<file path="config.mk">
export PLATFORM = sky130hd
export DESIGN_NAME = hilo_seq
export DESIGN_NICKNAME = d
export VERILOG_FILES = /design/src/rtl/hilo_seq.sv
export SDC_FILE = /design/constraint.sdc
export NUM_CORES = 1
export LEC_CHECK = 0
export ABC_AREA = 1
export CORE_UTILIZATION = 38
export CTS_BUF_LIST = sky130_fd_sc_hd__clkbuf_8
export CTS_CLUSTER_DIAMETER = 60
export DETAILED_ROUTE_END_ITERATION = 10
export GPL_TIMING_DRIVEN = 0
export PLACE_DENSITY_LB_ADDON = 0.25
export SLEW_MARGIN = 20
export SYNTH_ARGS = -nofsm -noshare
export SYNTH_HDL_FRONTEND = slang
export SYNTH_SLANG_ARGS = --single-unit
</file>
<file path="constraint.sdc">
create_clock -name clk -period 1.4 [get_ports clk]
set_input_delay 0.14 -clock clk [delete_from_list [all_inputs] [get_ports clk]]
set_output_delay 0.14 -clock clk [all_outputs]
set_load 0.02 [all_outputs]
</file>
<file path="src/rtl/hilo_seq.sv">
// Multicycle sequencer around the combinational divider/multiplier: latches operands,
// waits LATENCY cycles for the unit to settle, then captures {remainder, quotient} into HI/LO.
module hilo_seq #(
   parameter int DATA_WIDTH = 32,
   parameter int LATENCY    = 4
) (
   input  logic                    clk,
   input  logic                    clr_n,
   input  logic                    start,
   input  logic [DATA_WIDTH-1:0]   op_a,
   input  logic [DATA_WIDTH-1:0]   op_b,
   output logic [DATA_WIDTH-1:0]   q_out,
   output logic [DATA_WIDTH-1:0]   m_out,
   input  logic [2*DATA_WIDTH-1:0] z_in,
   input  logic                    mthi,
   input  logic                    mtlo,
   input  logic [DATA_WIDTH-1:0]   wdata,
   output logic                    busy,
   output logic                    done,
   output logic [DATA_WIDTH-1:0]   hi,
   output logic [DATA_WIDTH-1:0]   lo,
   output logic                    dz
);

   typedef enum logic {
      IDLE = 1'b0,
      WAIT = 1'b1
   } state_t;

   localparam logic [3:0] CNT_INIT = 4'(LATENCY - 1);

   state_t     state;
   logic [3:0] cnt;

   function automatic logic is_zero(input logic [DATA_WIDTH-1:0] v);
      return (v == '0);
   endfunction

   assign busy = (state == WAIT);

   always_ff @(posedge clk or negedge clr_n) begin
      if (!clr_n) begin
         state <= IDLE;
         cnt   <= '0;
         q_out <= '0;
         m_out <= '0;
         hi    <= '0;
         lo    <= '0;
         done  <= 1'b0;
         dz    <= 1'b0;
      end else begin
         done <= 1'b0;
         case (state)
            IDLE: begin
               // Moves land first; a same-cycle start's result overwrites them at completion.
               if (mthi) hi <= wdata;
               if (mtlo) lo <= wdata;
               if (start) begin
                  q_out <= op_a;
                  m_out <= op_b;
                  cnt   <= CNT_INIT;
                  dz    <= 1'b0;
                  state <= WAIT;
               end
            end
            WAIT: begin
               if (cnt != 4'd0) begin
                  cnt <= cnt - 4'd1;
               end else begin
                  hi    <= z_in[2*DATA_WIDTH-1:DATA_WIDTH];
                  lo    <= z_in[DATA_WIDTH-1:0];
                  dz    <= is_zero(m_out);
                  done  <= 1'b1;
                  state <= IDLE;
               end
            end
            default: state <= IDLE;
         endcase
      end
   end

endmodule

</file>
Word-level counts from Yosys, hierarchy flattened:

Cells that the tools add are included.

* bits in registers: 135
* bits of input ports: 165
* logic and storage cells: 39

* $add $sub $neg: 1
* eq/ne operators: 5
* multiplexer cells: 17
* bitwise logic cells: 1
* reduce and logical (&&, ||, !) cells: 7

Operators with widths (number)
* $mux W32: 4
* $pmux W32 S2: 2
* $logic_not A32 Y1: 1
* $reduce_and A2 Y1: 5
* $mux W4: 2
* $ne A2 B2 Y1 const B: 4
* $pmux W4 S2: 1
* $mux W1: 6
* $pmux W1 S2: 2
* $reduce_bool A4 Y1: 1
* $sub A4 B1 Y4 const B: 1
* $ne A2 B1 Y1 const B: 1
* $not A1 Y1: 1

Depth between registers and ports, before layout:

* depth in word-level cells: 3
* depth in mapped cells: 8
* mapped depth without buffers: 7

Worst setup path after synthesis:

Ideal clock, no wire load.

* path kind: reg2reg
* from: register cnt[0]
* to: register hi[0]
* arrival: 1214 ps
* required time: 1283 ps
* setup slack: 70 ps
* stages on the path, launching flop included: 8
* path buffers: 2
* cell sequence: dfrtp_1 > inv_1 > ha_1 > nand4_4 > buf_6 > buf_2 > nand3_1 > nand2_1

* cells in the longest elaborated chain, start to end: 3

Ends and longest elaborated chain
* start: declaration: line 33 `logic [3:0] cnt;`
* start signal: assignment: line 68 `cnt <= cnt - 4'd1;`
* $reduce_bool A4 Y1: line 67 `if (cnt != 4'd0) begin`
* $ne A2 B2 Y1 (no source line)
* $reduce_and A2 Y1 (no source line)
* end signal: assignment: line 56 `if (mthi) hi <= wdata;`
* end signal: assignment: line 70 `hi <= z_in[2*DATA_WIDTH-1:DATA_WIDTH];`
* end: declaration: line 20 `output logic [DATA_WIDTH-1:0] hi,`

Every way passes these cells.
A chain may end at the register's enable or synchronous reset.

Worst setup path in the final report:

* from: register cnt[1]
* to: register lo[26]

* cells in the longest elaborated chain, start to end: 3

Ends and longest elaborated chain
* $reduce_bool A4 Y1: line 67
* $ne A2 B2 Y1 (no source line)
* $reduce_and A2 Y1 (no source line)
* end signal: assignment: line 57 `if (mtlo) lo <= wdata;`
* end signal: assignment: line 71 `lo <= z_in[DATA_WIDTH-1:0];`
* end: declaration: line 21 `output logic [DATA_WIDTH-1:0] lo,`

Every way passes these cells.

==> reports/metrics.cfg <==
[run_status]
outcome = complete, no violations

[place]
placed_area_um2 = 9310
finalWeightedCongestion = 0.801
numPortBuffers = 295
hpwl_um = 14400

[timing]
hold_ws_ns = 0.236
layout_min_cycle_time_ns = 1.39
tightest_slew_ns = 0.505
fmax_ghz = 0.721
clock_skew_ns = 0.0135
period_share_pct = 99.1
rsz0062_at_grt = true
finalSetupTns_ns = 0
slew_headroom_pct = 66.4
timing.final.setup_violations = 0
slew_viol_final = 0
final_hold_viol_count = 0

[clock_tree]
cts_sinks = 135
htree_levels = 4
clockBufferDepth = 2
cts_tree = yes
clock_latency_ns = 0.43
path_clk_slew_ns = 0.08
cts_root_buf = clkbuf_8
cts-buffers-inserted = 17

[run]
maxCapViolations = 0

[global_route]
grt_overflow = 0
antenna_found_initial = 0
grt_use_total_pct = 24.0
grt_max_degree = 72
grt_pass1_vias = 6116
grt_pass1_wl_um = 30400

[hold_path]
min_path_cells = 3
hold_class = in2reg

[logic_synthesis]
synthCells = 786
netlist_area_um2 = 6060
synth_cell_type_count = 19
yosys-top-cells-area = dfrtp_1 (56%), nand2_1 (30%), nand3_1 (5.8%)
synth_fp_nets = 953
syn_avg_cell_area_um2 = 7.71
synth-seq-area-share_pct = 55.8
synth_area_leader_cell = dfrtp_1
ys_warn_count = 0
synth-seq-cells = 135
synth_top_area_share_pct = 55.8

[critical_path]
r2r_cells = 7
critical_path_class = reg2reg
required_ns = 1.72
regToRegSetupSlack_ns = 0.01
max_stage_delay_ns = 0.40
worst-path-max-fanout = 10
crit_path_start_kind = flip-flop
cp_cell_sequence = inv_2 -> ha_4 -> nand4_4 -> buf_8 -> buf_4 -> nand3_1 -> nand2_1
cp_slowest_cell = dfrtp_1
cp-end-kind = flip-flop
cp_data_arrival_time_ns = 1.71

[floorplanning]
coreArea_um2 = 15400
die_w_um = 128
start_util_pct = 39.4
die_h_um = 128
placementRows = 45
die_area_um2 = 16500
io_pins = 296

[final_layout]
diodes = 0
area_growth_pct = 60.2
final_cell_area_um2 = 9700
layout-drive-gt1-share_pct = 7.87
finish.net_count = 1272

[pwr]
max-vdd-ir-drop_uv = 1110
power_leakage_nw = 5.33
power_density_nw_per_um2 = 2190

[drt]
ant_nets = 0
dr.pass1.iters = 4
wirelength_um = 19300
vias_per_cell = 4.60
num_vias = 6114
route.detailed.drc = 0
initialDrtViolationCount = 223
routedWlPerCell_um = 14.5

[cells in the mapped netlist]
library cell  count
ha_1              2
a21oi_1           1
nand2_1         485
buf_6             4
nand2_4           1
inv_1            11
dfrtp_1         135
nand3_1          70
nand4_4           1
nand2_2           4
buf_2            28
inv_2             1
inv_6             1
o21ai_0           7
nor2_1           22
o21bai_1          1
clkbuf_1          9
xor2_1            1
buf_4             2
[area by class of cell]
type / instances / area (µm²)
timing repair buffer: 300 / 2860
inverter: 13 / 66.3
buffer: 43 / 292
clock buffer: 19 / 262
fill: 1440 / 5670
clock inverter: 13 / 164
multi-input combinational: 595 / 2420
sequential: 135 / 3380
tap: 211 / 264
[per-layer routing]
layer | GRT usage, % | share of wire, % | vias up
met5 | 0 | 0 | -
met3 | 7.97 | 8.5 | 28
li1 | - | - | 3057
met1 | 28.6 | 42 | 2807
met4 | 9.83 | 2.4 | 0
met2 | 39.7 | 47 | 222
[where the power goes]
part | switching [mW] | total [mW] | internal (mW)
Clock | 1.49 | 3.49 | 2.00
Sequential | 1.06 | 6.81 | 5.75
Combinational | 6.80 | 10.9 | 4.11
[flip-flops by register name, indices dropped and copies added (netlist names)]
register / count
done: 1
hi: 32
lo: 32
busy: 1
m_out: 32
cnt: 4
dz: 1
q_out: 32
[stage by stage]
stage	std cells	util (%)	worst slack (ns)	power, mW
6_report	1329	63.1	0.0127	21.2
5_1_grt	1329	63.1	-0.0765	22.8
4_1_cts	1327	62.7	-0.00499	21.2
3_5_place_dp	1293	60.6	-0.102	18.8
3_3_place_gp	1292	60.3	-5.34	18.7
2_1_floorplan	786	-	0.0697	13.1
[worst paths after layout]
path / endpoint / startpoint
max in group asynchronous: q_out[16] / clr_n
setup / recovery: lo[26] / cnt[1]
hold / removal: q_out[30] / op_a[30]
setup reg to reg: lo[26] / cnt[1]
min in group asynchronous: lo[30] / clr_n
hold reg to reg: q_out[18] / q_out[18]
[worst max-delay path: cells and delay by family (launching register included)]
family,cells,cell delay (ns)
fa+ha+maj,1,0.15
buf+inv,3,0.46
flops,1,0.40
simple gates,3,0.28
[what timing repair did]
action                     CTS  global route
resized for setup          145            35
hold endpoints to repair    64             0
hold buffers                 1             0
buffers inserted             1             2
setup endpoints to repair  221           121
[cells in the final DEF (no fill, tap or decap), drive strengths merged]
| master | synthesis | routed |
|---|---|---|
| nand2 | 490 | 490 |
| clkdlybuf4s50 | 0 | 163 |
| dfrtp | 135 | 135 |
| dlygate4sd2 | 0 | 129 |
| nand3 | 70 | 70 |
| buf | 34 | 35 |
| clkbuf | 9 | 32 |
| nor2 | 22 | 22 |
| inv | 13 | 17 |
| o21ai | 7 | 7 |
| bufinv | 0 | 4 |
| clkinv | 0 | 3 |
| clkinvlp | 0 | 2 |
| clkdlybuf4s15 | 0 | 2 |
| ha | 2 | 2 |
| nand4 | 1 | 1 |
| xor2 | 1 | 1 |
| a21oi | 1 | 1 |
| o21bai | 1 | 1 |
| dlygate4sd3 | 0 | 1 |
[logic make-up (layout without fill, tap and decap cells)]
family	after synthesis	after routing	synth area share, %
flops	135	135	55.8
fa+ha+maj	2	2	0.413
simple gates	583	583	38.1
compound gates	9	9	0.785
xor+xnor	1	1	0.145
buf+inv	56	388	4.75
Power figures use the tool's default switching activity.
